### src/rtl/spi_master.sv
`default_nettype none
// spi_master: SPI mode-3 master, one W-bit MSB-first frame per i_enable request.
// Optional macro SPI_MASTER_READBACK_EN adds MISO capture into o_data.
module spi_master #(
   parameter int SPI_DATA_WIDTH = 32,
   parameter int CLK_DIV        = 4,
   parameter int CS_GAP         = 4
) (
   input  logic                      i_clock,
   input  logic                      i_reset_n,
   input  logic                      i_enable,
   input  logic [SPI_DATA_WIDTH-1:0] i_data,
   output logic                      o_done,
   output logic                      o_busy,
   output logic [SPI_DATA_WIDTH-1:0] o_data,
   output logic                      o_sclk,
   output logic                      o_mosi,
   output logic                      o_cs_n,
   input  logic                      i_miso
);
   localparam int W     = SPI_DATA_WIDTH;
   localparam int DIV_W = $clog2(CLK_DIV) + 1;
   localparam int BIT_W = $clog2(W);
   localparam int GAP_W = $clog2(CS_GAP) + 1;

   localparam logic [2:0] S_IDLE  = 3'd0;
   localparam logic [2:0] S_SETUP = 3'd1;
   localparam logic [2:0] S_LOW   = 3'd2;
   localparam logic [2:0] S_HIGH  = 3'd3;
   localparam logic [2:0] S_GAP   = 3'd4;

   localparam logic [DIV_W-1:0] DIV_LAST = DIV_W'(CLK_DIV - 1);
   localparam logic [BIT_W-1:0] BIT_LAST = BIT_W'(W - 1);
   localparam logic [GAP_W-1:0] GAP_LAST = GAP_W'(CS_GAP - 1);

   logic [2:0]       state_q, state_d;
   logic [DIV_W-1:0] div_cnt_q, div_cnt_d;
   logic [BIT_W-1:0] bit_cnt_q, bit_cnt_d;
   logic [GAP_W-1:0] gap_cnt_q, gap_cnt_d;
   logic [W-1:0]     tx_shift_q, tx_shift_d;
   logic             sclk_q, sclk_d;
   logic             mosi_q, mosi_d;
   logic             cs_n_q, cs_n_d;
   logic             busy_q, busy_d;
   logic             done_q, done_d;
   logic             div_end, gap_end, last_bit;

   assign div_end  = (div_cnt_q == DIV_LAST);
   assign gap_end  = (gap_cnt_q == GAP_LAST);
   assign last_bit = (bit_cnt_q == BIT_LAST);

   always_ff @(posedge i_clock or negedge i_reset_n) begin
      if (!i_reset_n) state_q <= S_IDLE;
      else            state_q <= state_d;
   end

   always_comb begin
      state_d = state_q;
      case (state_q)
         S_IDLE:  if (i_enable) state_d = S_SETUP;
         S_SETUP: if (div_end)  state_d = S_LOW;
         S_LOW:   if (div_end)  state_d = S_HIGH;
         S_HIGH:  if (div_end)  state_d = last_bit ? S_GAP : S_LOW;
         S_GAP:   if (gap_end)  state_d = S_IDLE;
         default:               state_d = S_IDLE;
      endcase
   end

   always_comb begin
      div_cnt_d  = div_cnt_q;
      bit_cnt_d  = bit_cnt_q;
      gap_cnt_d  = gap_cnt_q;
      tx_shift_d = tx_shift_q;
      sclk_d     = sclk_q;
      mosi_d     = mosi_q;
      cs_n_d     = cs_n_q;
      busy_d     = busy_q;
      done_d     = 1'b0;
      if (state_q == S_SETUP || state_q == S_LOW || state_q == S_HIGH)
         div_cnt_d = div_end ? '0 : div_cnt_q + 1'b1;
      case (state_q)
         S_IDLE: if (i_enable) begin
            tx_shift_d = i_data;
            cs_n_d     = 1'b0;
            busy_d     = 1'b1;
            div_cnt_d  = '0;
            bit_cnt_d  = '0;
            gap_cnt_d  = '0;
         end
         S_SETUP: if (div_end) begin
            sclk_d = 1'b0;
            mosi_d = tx_shift_q[W-1];
         end
         S_LOW: if (div_end) sclk_d = 1'b1;
         S_HIGH: if (div_end) begin
            if (last_bit) begin
               cs_n_d = 1'b1;
               done_d = 1'b1;
            end else begin
               // MOSI moves on the falling SCLK edge, a full half-period before the slave samples
               tx_shift_d = {tx_shift_q[W-2:0], 1'b0};
               mosi_d     = tx_shift_q[W-2];
               sclk_d     = 1'b0;
               bit_cnt_d  = bit_cnt_q + 1'b1;
            end
         end
         S_GAP: begin
            gap_cnt_d = gap_end ? '0 : gap_cnt_q + 1'b1;
            if (gap_end) busy_d = 1'b0;
         end
         default: ;
      endcase
   end

   always_ff @(posedge i_clock or negedge i_reset_n) begin
      if (!i_reset_n) begin
         div_cnt_q  <= '0;
         bit_cnt_q  <= '0;
         gap_cnt_q  <= '0;
         tx_shift_q <= '0;
         sclk_q     <= 1'b1;
         mosi_q     <= 1'b0;
         cs_n_q     <= 1'b1;
         busy_q     <= 1'b0;
         done_q     <= 1'b0;
      end else begin
         div_cnt_q  <= div_cnt_d;
         bit_cnt_q  <= bit_cnt_d;
         gap_cnt_q  <= gap_cnt_d;
         tx_shift_q <= tx_shift_d;
         sclk_q     <= sclk_d;
         mosi_q     <= mosi_d;
         cs_n_q     <= cs_n_d;
         busy_q     <= busy_d;
         done_q     <= done_d;
      end
   end

`ifdef SPI_MASTER_READBACK_EN
   logic [W-1:0] rx_shift_q, rx_shift_d;
   logic [W-1:0] data_q, data_d;

   // MISO is sampled on the same i_clock edge that raises SCLK
   always_comb begin
      rx_shift_d = rx_shift_q;
      data_d     = data_q;
      if (state_q == S_IDLE && i_enable)
         rx_shift_d = '0;
      if (state_q == S_LOW && div_end)
         rx_shift_d = {rx_shift_q[W-2:0], i_miso};
      if (state_q == S_HIGH && div_end && last_bit)
         data_d = rx_shift_q;
   end

   always_ff @(posedge i_clock or negedge i_reset_n) begin
      if (!i_reset_n) begin
         rx_shift_q <= '0;
         data_q     <= '0;
      end else begin
         rx_shift_q <= rx_shift_d;
         data_q     <= data_d;
      end
   end

   assign o_data = data_q;
`else
   logic unused_miso;
   assign unused_miso = i_miso;
   assign o_data      = '0;
`endif

   assign o_done = done_q;
   assign o_busy = busy_q;
   assign o_sclk = sclk_q;
   assign o_mosi = mosi_q;
   assign o_cs_n = cs_n_q;

endmodule
`default_nettype wire
### config.mk
export PLATFORM = sky130hd
export DESIGN_NAME = spi_master
export DESIGN_NICKNAME = d
export VERILOG_FILES = /design/src/rtl/spi_master.sv
export SDC_FILE = /design/constraint.sdc
export NUM_CORES = 1
export LEC_CHECK = 0
export CORE_MARGIN = 2
export CORE_UTILIZATION = 54
export CTS_CLUSTER_DIAMETER = 50
export CTS_CLUSTER_SIZE = 8
export DETAILED_ROUTE_END_ITERATION = 8
export PLACE_DENSITY = 0.94
export REMOVE_ABC_BUFFERS = 1
export SLEW_MARGIN = 15
export SYNTH_ARGS = -nofsm -noshare
export SYNTH_HDL_FRONTEND = slang
export SYNTH_SLANG_ARGS = --single-unit
### constraint.sdc
create_clock -name i_clock -period 5.6 [get_ports i_clock]
set_input_delay 1.12 -clock i_clock [delete_from_list [all_inputs] [get_ports i_clock]]
set_output_delay 1.12 -clock i_clock [all_outputs]
set_load 0.01 [all_outputs]
==> impl_metrics.toml, run 1 <==
[grt]
grt_pass1_vias = 2044
grt_pass1_wl_um = 9480
antenna_found_initial = 0
overflow = 0
grt_max_degree = 52
grt_use_total_pct = 19.0

[worst_setup_path]
cp.required_ps = 5840
critPathLaunch = "i_enable"
crit_arrival_ps = 3120
r2r_start = "bit_cnt_q[0]$_DFFE_PN0P_"
rr_worst_depth = 7
crit_path_max_fanout = 32
cp-start-kind = "input pin"
path_class = "input pin to flop"
r2r_end = "tx_shift_q[17]$_DFFE_PN0P_"
end_kind = "flop"
r2r_slack_ps = 3280

[placed_design]
detailed_place_hpwl_um = 3710
io_buffers = 39
routabilityCongestion = 0.794

[pwr]
p_sw_uw = 696
ir_drop_uv = 201
power_density_nw_per_um2 = 505
leakagePower_nw = 1.43
pwr-share-comb_pct = 47.7
internal_power_mw = 1.01
p_clk_share_pct = 12.8
switching_share_pct = 40.8
total_power_mw = 1.70
p_seq_share_pct = 39.5

[synth]
synth_area_leaders = "dfrtp_1 40%, o2bb2ai_2 15%, buf_4 8.4%"
ys_warn_count = 0
synth_compound_area_share_pct = 27.2
synth_area_sq_um = 3050
synth_flop_cell = "dfrtp_1"
synth_async_sr_flop_share_pct = 100
synth.distinct_cells = 39
yosys.area.top_type_share_pct = 40.2
synth.most_common_cell = "dfrtp_1"
yosys.area.top_type = "dfrtp_1"
synth_area_per_cell_sq_um = 10.8
synthAdderAreaFrac_pct = 2.05
synthCells = 282
yosysSeqAreaShare_pct = 42.0
synthSimpleGateAreaFrac_pct = 12.6
synth_common_cells = "49 x dfrtp_1, 34 x buf_4, 31 x a22oi_1, 31 x nor2_1, 31 x o2bb2ai_2"
synth-xor-area-share_pct = 0
synth_top_family_by_area = "compound AO/OA/AOI/OAI gates"
synth-edff-count = 0
synthMuxAreaShare_pct = 1.81
synth.ff_latch_count = 51

[floorplanning]
rows = 27
dieArea_sq_um = 6260
die_x_um = 79.1
num_io_pins = 73
start_util_pct = 55.7
die_y_um = 79.1
core_area_sq_um = 5470

[flow_run]
drv_cap = 0

[cells_and_area]
fin_nets = 352
drive_gt1_share_pct = 17.0
diodes = 0
area_growth_pct = 10.8
fin_util_pct = 61.7

[sta]
relSlewSlack_pct = 56.9
fmax_mhz = 347
setup_viol = 0
fin_setup_tns_ps = 0
hold-worst-slack_ps = 475
period_needed_ps = 2880
rsz0062_at_grt = "no"
fin_worst_skew_ps = 8.85
post-route-period-util_pct = 51.4
worst_pin_slew_ps = 646
hold_violations = 0
finalMaxSlewViolations = 0

[worst_hold_path]
min_to = "o_cs_n$_DFFE_PN1P_"
hp-class = "flop to flop"
worstHoldStart = "o_cs_n$_DFFE_PN1P_"
hold_depth = 2

[routing]
avgViaCountPerCell = 5.55
drt-total-wl_um = 5570
drt_first_iter_violations = 183
routedWlPerCell_um = 14.5
drtPass1Iterations = 4
vias = 2130
drtAntennaViolNets = 0
drc_errors = 0

[clock_network]
cts_tree = "done"
cts.clk_slew.worst_paths_ps = 100
postCtsSetupBuffers = 0
cts_resized = 0
htree_levels = 2
cts_made_buffers = 5
clock_path_buffers = 2
clock_tree.root_cell = "clkbuf_8"
clk_latency_ps = 310
cts_sinks = 51
cts_hold_buffers = 0

[run_status]
status = "finished, final reports clean"
[flip-flops by register name, summed over array words and instances, names as in the netlist]
register and cells:
tx_shift_q 32, gap_cnt_q 3, o_sclk 1, o_cs_n 1, o_mosi 1, state_q 3, o_busy 1, o_done 1
bit_cnt_q 5, div_cnt_q 3
[cells by family (layout without fill, tap and decap cells)]
kind of cell | count (synthesis) | in the layout
AOI/OAI and AO/OA | 82 | 82
and+or+nand+nor | 76 | 76
buffers and inverters | 62 | 61
DFF | 51 | 51
adders and majority gates | 5 | 5
muxes | 5 | 5
other | 1 | 32
[area by class of cell]
type                    count  area (sq um)
clock inverters             3          25.0
well taps                  72          90.1
multi-input cells         200          1450
repair buffers             45           430
fillers                   429          2100
flip-flops and latches     51          1280
inverters                   8          30.0
clock buffers               5          68.8
[worst max-delay path by stage]
stage	to	cells after the start
finish	tx_shift_q[17]$_DFFE_PN0P_	6
global placement	tx_shift_q[22]$_DFFE_PN0P_	6
CTS	tx_shift_q[17]$_DFFE_PN0P_	6
floorplan	bit_cnt_q[0]$_DFFE_PN0P_	3
detailed placement	tx_shift_q[17]$_DFFE_PN0P_	6
global route	tx_shift_q[22]$_DFFE_PN0P_	6
[metrics by stage]
stage               cells  cell area [sq um]  worst slack [ps]
floorplan             259               2760              2670
global placement      376               3280              2440
detailed placement    376               3280              2370
CTS                   384               3380              2720
global route          384               3380              2620
finish                384               3380              2720
[cells in the final DEF, fill, tap and decap left out, drive strengths merged, types with 2 or more instances in the layout]
cell	count
dfrtp	49
nor2b	2
buf	7
clkdlybuf4s50	38
inv	8
clkbuf	5
clkinv	2
mux2i	4
conb	32
or3b	2
and3	3
a21oi	6
nor3	4
a31oi	2
ha	5
o21ai	7
nand3	6
nor3b	3
o2bb2ai	32
a22oi	31
dfstp	2
nand2b	2
nor2	31
a221oi	2
nand2	18
[layer usage]
layer | vias up | wire length, um | global-route usage [%]
li1 | 1006 | - | -
met1 | 1031 | 2500 | 26.3
met2 | 82 | 2630 | 29.9
met3 | 11 | 330 | 3.41
met4 | 0 | 103 | 7.41
met5 | - | 0 | 0
[power by group through the flow]
stage          Combinational [mW]  Sequential (mW)  Clock (mW)
2_1_floorplan               0.625            0.651           0
3_3_place_gp                0.782            0.670           0
3_5_place_dp                0.823            0.676           0
4_1_cts                     0.819            0.673       0.224
5_1_grt                     0.897            0.697       0.236
6_report                    0.814            0.673       0.218
[critical path, cell delays in order]
cell             delay (ps)
clkdlybuf4s50_1         470
nor4b_4                 160
buf_4                   260
a21oi_4                 520
buf_4                   430
o2bb2ai_2               150
(Power assumes the default switching activity.)
==> run 2, diff against run 1 <==
--- a/config.mk
+++ b/config.mk
@@ -6,11 +6,11 @@
 export NUM_CORES = 1
 export LEC_CHECK = 0
 export CORE_MARGIN = 2
-export CORE_UTILIZATION = 54
+export CORE_UTILIZATION = 45
 export CTS_CLUSTER_DIAMETER = 50
 export CTS_CLUSTER_SIZE = 8
 export DETAILED_ROUTE_END_ITERATION = 8
-export PLACE_DENSITY = 0.94
+export PLACE_DENSITY = 0.84
 export REMOVE_ABC_BUFFERS = 1
 export SLEW_MARGIN = 15
 export SYNTH_ARGS = -nofsm -noshare
==> constraint.sdc (replaced) <==
create_clock -name i_clock -period 2.6 [get_ports i_clock]
set_input_delay 0.52 -clock i_clock [delete_from_list [all_inputs] [get_ports i_clock]]
set_output_delay 0.52 -clock i_clock [all_outputs]
set_load 0.01 [all_outputs]
==> run 2 against run 1 <==
  * Worst hold slack lost 150 ps
  * Count of clock-buffer cells in the layout increased by 1
  * Sequential power up 110%
  * Final cell count is 2.3% higher
  * Design area grew 1.2%
  * Global-route usage decreased by 2.8 points
  * Routed wire length grew 1.6%
  * Utilization down 8.8 points
  * Setup slack got worse by 2300 ps
  * Via count down 1.1%
==> impl_metrics.toml, run 2 (synthesis gave the netlist of run 1 again) <==
[cells_and_area]
final_cell_mix = "49 x dfrtp_1, 38 x clkdlybuf4s50_1, 32 x conb_1"
final_common_cell = "dfrtp_1"
fin_nets = 356
drive_gt1_share_pct = 17.7
largest_reg_flops = 32
top_regs = "tx_shift_q (32), bit_cnt_q (5)"
area_growth_pct = 12.1
diodes = 0
final_cells = 393
regMostFlops = "tx_shift_q"

[floorplanning]
num_io_pins = 73
die_x_um = 86.3
rows = 29
start_util_pct = 47.2
core_area_sq_um = 6460
die_y_um = 86.3
dieArea_sq_um = 7450

[clock_network]
cts_hold_buffers = 0
clock_path_buffers = 2
postCtsSetupBuffers = 0
cts_tree = "done"
htree_levels = 2
cts.clk_slew.worst_paths_ps = 90
clock_tree.root_cell = "clkbuf_8"
cts_resized = 0
clk_latency_ps = 300
cts_sinks = 51
cts_made_buffers = 5

[sta]
setup_viol = 0
hold_violations = 0
post-route-period-util_pct = 84.4
period_needed_ps = 2190
rsz0062_at_grt = "no"
fin_worst_skew_ps = 7.81
finalMaxSlewViolations = 0
fmax_mhz = 456
worst_pin_slew_ps = 670
relSlewSlack_pct = 55.2

[worst_setup_path]
crit_path_max_fanout = 19
rr_worst_depth = 7
cp-start-kind = "flop"
r2r_slack_ps = 410
path_class = "flop to flop"
end_kind = "flop"
cp.required_ps = 2820
crit_arrival_ps = 2420
r2r_end = "tx_shift_q[7]$_DFFE_PN0P_"
r2r_start = "bit_cnt_q[0]$_DFFE_PN0P_"

[placed_design]
io_buffers = 39
detailed_place_hpwl_um = 3850
routabilityCongestion = 0.777
dp_cells = 385

[worst_hold_path]
hp-class = "input pin to async pin"

[pwr]
p_sw_mw = 1.48
ir_drop_uv = 466
p_seq_share_pct = 38.4
total_power_mw = 3.69
power_density_nw_per_um2 = 1080
pwr-share-comb_pct = 49.8
internal_power_mw = 2.21
p_clk_share_pct = 11.8
switching_share_pct = 40.2
leakagePower_nw = 1.45

[routing]
drtAntennaViolNets = 0
routedWlPerCell_um = 14.4
drt_first_iter_violations = 179
drt-total-wl_um = 5660
avgViaCountPerCell = 5.36
drc_errors = 0
drtPass1Iterations = 5
vias = 2107

[flow_run]
drv_cap = 0

[grt]
grt_use_total_pct = 16.2
antenna_found_initial = 0
grt_pass1_vias = 2139
grt_pass1_wl_um = 9760
grt_max_degree = 52
overflow = 0

[run_status]
status = "finished, final reports clean"
-- run 2: changes by cell type in the layout (fill, tap and decap cells not counted), sizes merged --
cell / before / now
clkinv: 2 / 1
clkbuf: 5 / 6
buf: 7 / 11
-- run 2: worst max-delay path by stage --
stage	from	endpoint	slack [ps]	cells past startpoint
finish	bit_cnt_q[0]$_DFFE_PN0P_	tx_shift_q[7]$_DFFE_PN0P_	410	7
global route	bit_cnt_q[0]$_DFFE_PN0P_	tx_shift_q[7]$_DFFE_PN0P_	260	7
CTS	bit_cnt_q[0]$_DFFE_PN0P_	tx_shift_q[7]$_DFFE_PN0P_	390	7
detailed placement	bit_cnt_q[0]$_DFFE_PN0P_	tx_shift_q[7]$_DFFE_PN0P_	430	7
global placement	i_enable	tx_shift_q[20]$_DFFE_PN0P_	430	5
floorplan	bit_cnt_q[0]$_DFFE_PN0P_	bit_cnt_q[0]$_DFFE_PN0P_	-220	6
-- run 2: cell type report --
cell class / count / area (sq um)
flip-flops and latches: 51 / 1280
clock buffers: 6 / 72.6
clock inverters: 2 / 12.5
well taps: 77 / 96.3
fillers: 575 / 3040
multi-input cells: 200 / 1450
repair buffers: 49 / 473
inverters: 8 / 30.0
-- run 2: worst max-delay path, cell delays in order (launching register included) --
cell and delay [ps]:
dfrtp_1 410, ha_1 180, and3_1 200, ha_1 290
nor3b_4 90, a21oi_4 570, buf_12 260, o2bb2ai_2 110
-- run 2: per-layer routing --
layer | wire length (um) | part of all wire [%] | global-route usage [%] | up-vias
met5 | 0 | 0 | 0 | -
met3 | 243 | 4.3 | 3.33 | 4
met4 | 32 | 0.57 | 4.26 | 0
met2 | 2820 | 50 | 27.0 | 51
li1 | - | - | - | 1010
met1 | 2560 | 45 | 21.7 | 1042
-- run 2: power groups by stage --
| stage | Combinational (mW) | Sequential [mW] | Clock [mW] |
|---|---|---|---|
| CTS | 1.86 | 1.41 | 0.454 |
| global placement | 1.79 | 1.41 | 0 |
| global route | 2.05 | 1.46 | 0.489 |
| detailed placement | 1.86 | 1.42 | 0 |
| finish | 1.84 | 1.42 | 0.436 |
| floorplan | 1.35 | 1.40 | 0 |
-- run 2: through the flow --
step	area [sq um]	worst slack (ps)	TNS, ps	hold slack, ps	utilization [%]
4_1_cts	3420	390	0	341	52.9
3_5_place_dp	3330	426	0	469	51.6
6_report	3420	405	0	322	52.9
3_3_place_gp	3330	429	0	453	51.6
5_1_grt	3420	262	0	373	52.9
2_1_floorplan	2760	-216	-2290	224	-
==> run 3, diff against run 2 <==
--- a/config.mk
+++ b/config.mk
@@ -6,11 +6,11 @@
 export NUM_CORES = 1
 export LEC_CHECK = 0
 export CORE_MARGIN = 2
-export CORE_UTILIZATION = 45
+export CORE_UTILIZATION = 50
 export CTS_CLUSTER_DIAMETER = 50
 export CTS_CLUSTER_SIZE = 8
 export DETAILED_ROUTE_END_ITERATION = 8
-export PLACE_DENSITY = 0.84
+export PLACE_DENSITY = 0.88
 export REMOVE_ABC_BUFFERS = 1
 export SLEW_MARGIN = 15
 export SYNTH_ARGS = -nofsm -noshare
==> constraint.sdc (replaced) <==
create_clock -name i_clock -period 2.2 [get_ports i_clock]
set_input_delay 0.44 -clock i_clock [delete_from_list [all_inputs] [get_ports i_clock]]
set_output_delay 0.44 -clock i_clock [all_outputs]
set_load 0.01 [all_outputs]
==> run 3 against run 2 <==
  * Combinational power is 22% higher
  * Clock power is 55% higher
  * Die area is 9.6% lower
  * Final cell count stayed put
  * Flip-flop and latch count stayed put
  * Non-clock buffer count is 2 higher
  * Clock skew is 6.3 ps higher
  * Maximum frequency is 4.4% higher
  * Design area is 2.0% higher
  * Critical endpoint is now tx_shift_q[6]$_DFFE_PN0P_
  * Largest power group unchanged
==> impl_metrics.toml, run 3 (synthesis gave the netlist of run 1 again) <==
[run_status]
status = "finished, final reports clean"

[worst_setup_path]
critPathLaunch = "bit_cnt_q[0]$_DFFE_PN0P_"
cp_slowest_cell = "a21oi_4"
r2r_start = "bit_cnt_q[0]$_DFFE_PN0P_"
crit_chain = "ha_1 -> and3_1 -> ha_1 -> nor3b_4 -> a21oi_4 -> buf_4 -> o2bb2ai_2"
crit_arrival_ps = 2350
cpPeakStageDelay_ps = 550
rr_worst_depth = 7
crit_top_cell = "ha_1"
path_class = "flop to flop"
cp-start-kind = "flop"
crit_path_max_fanout = 14
cp.required_ps = 2440
end_kind = "flop"

[routing]
drt-total-wl_um = 5950
drt_first_iter_violations = 178
drtAntennaViolNets = 0
vias = 2184
avgViaCountPerCell = 5.56
routedWlPerCell_um = 15.1
drtPass1Iterations = 4
drc_errors = 0

[pwr]
total_power_mw = 4.61
leakagePower_nw = 1.48
ir_drop_uv = 747
power_density_nw_per_um2 = 1320

[floorplanning]
die_y_um = 82.1
dieArea_sq_um = 6740
core_area_sq_um = 5920
start_util_pct = 51.5
die_x_um = 82.1
num_io_pins = 73
rows = 28

[cells_and_area]
fin_nets = 358
largest_reg_flops = 32
regMostFlops = "tx_shift_q"
area_growth_pct = 14.3
diodes = 0
final_common_cell = "dfrtp_1"
design_area_sq_um = 3480
final_cell_mix = "49 x dfrtp_1, 38 x clkdlybuf4s50_1, 32 x conb_1"
drive_gt1_share_pct = 18.6
top_regs = "tx_shift_q (32), bit_cnt_q (5)"

[sta]
fin_worst_skew_ps = 14.1
setup_viol = 0
worst_pin_slew_ps = 645
post-route-period-util_pct = 95.5
finalMaxSlewViolations = 0
period_needed_ps = 2100
relSlewSlack_pct = 56.9
fmax_mhz = 476
rsz0062_at_grt = "no"
hold_violations = 0

[placed_design]
routabilityCongestion = 0.836
dpl-instance-area_sq_um = 3370
io_buffers = 39
detailed_place_hpwl_um = 4110

[clock_network]
clock_path_buffers = 2
cts_resized = 0
cts.clk_slew.worst_paths_ps = 110
postCtsSetupBuffers = 0
cts_made_buffers = 5
clk_latency_ps = 320
cts_tree = "done"
cts_sinks = 51
clock_tree.root_cell = "clkbuf_8"
htree_levels = 2
cts_hold_buffers = 0

[grt]
grt_pass1_wl_um = 9960
grt_use_total_pct = 19.2
overflow = 0
grt_max_degree = 38
antenna_found_initial = 0
grt_pass1_vias = 2059

[flow_run]
drv_cap = 0

[worst_hold_path]
hp-class = "input pin to async pin"
## run 3: path summary, 6_finish.rpt
| path | slack, ps | to |
|---|---|---|
| max | 100 | tx_shift_q[6]$_DFFE_PN0P_ |
| min | 130 | tx_shift_q[7]$_DFFE_PN0P_ |
| max reg2reg | 100 | tx_shift_q[6]$_DFFE_PN0P_ |
| min reg2reg | 490 | o_cs_n$_DFFE_PN1P_ |
| max in group asynchronous | 1440 | o_sclk$_DFFE_PN1P_ |
| min in group i_clock | 490 | o_cs_n$_DFFE_PN1P_ |
## run 3: final cells by class
class	instances	area (sq um)
Multi-Input combinational cell	200	1450
Clock buffer	5	68.8
Sequential cell	51	1280
Clock inverter	3	46.3
Tap cell	75	93.8
Fill cell	474	2440
Inverter	8	30.0
Timing Repair Buffer	51	513
## run 3: metrics by stage
stage	utilization (%)	setup TNS, ps	worst slack [ps]	hold WS [ps]	cells
finish	58.8	0	98.0	125	393
global route	58.8	0	24.5	154	393
CTS	58.8	0	101	139	393
detailed placement	56.9	0	86.9	467	385
global placement	56.9	0	119	452	385
floorplan	-	-16110	-616	144	259
## run 3: power breakdown
part           switching, mW  internal, mW
clock network          0.332         0.343
registers              0.334          1.36
logic                   1.17          1.07
total                   1.84          2.77
## run 3: metal layers
layer / vias to the layer above / share of wire [%] / track usage (%)
met2: 64 / 49 / 29.9
li1: 1019 / - / -
met3: 9 / 4.6 / 4.07
met1: 1092 / 45 / 27.4
met5: - / 0 / 0
met4: 0 / 1.3 / 4.83
## run 3: critical path: cells and delay by family, from the launching register on
family                     cells  cell delay [ps]
AOI/OAI and AO/OA              2              650
DFF                            1              410
adders and majority gates      2              400
buffers and inverters          1              290
and+or+nand+nor                2              270
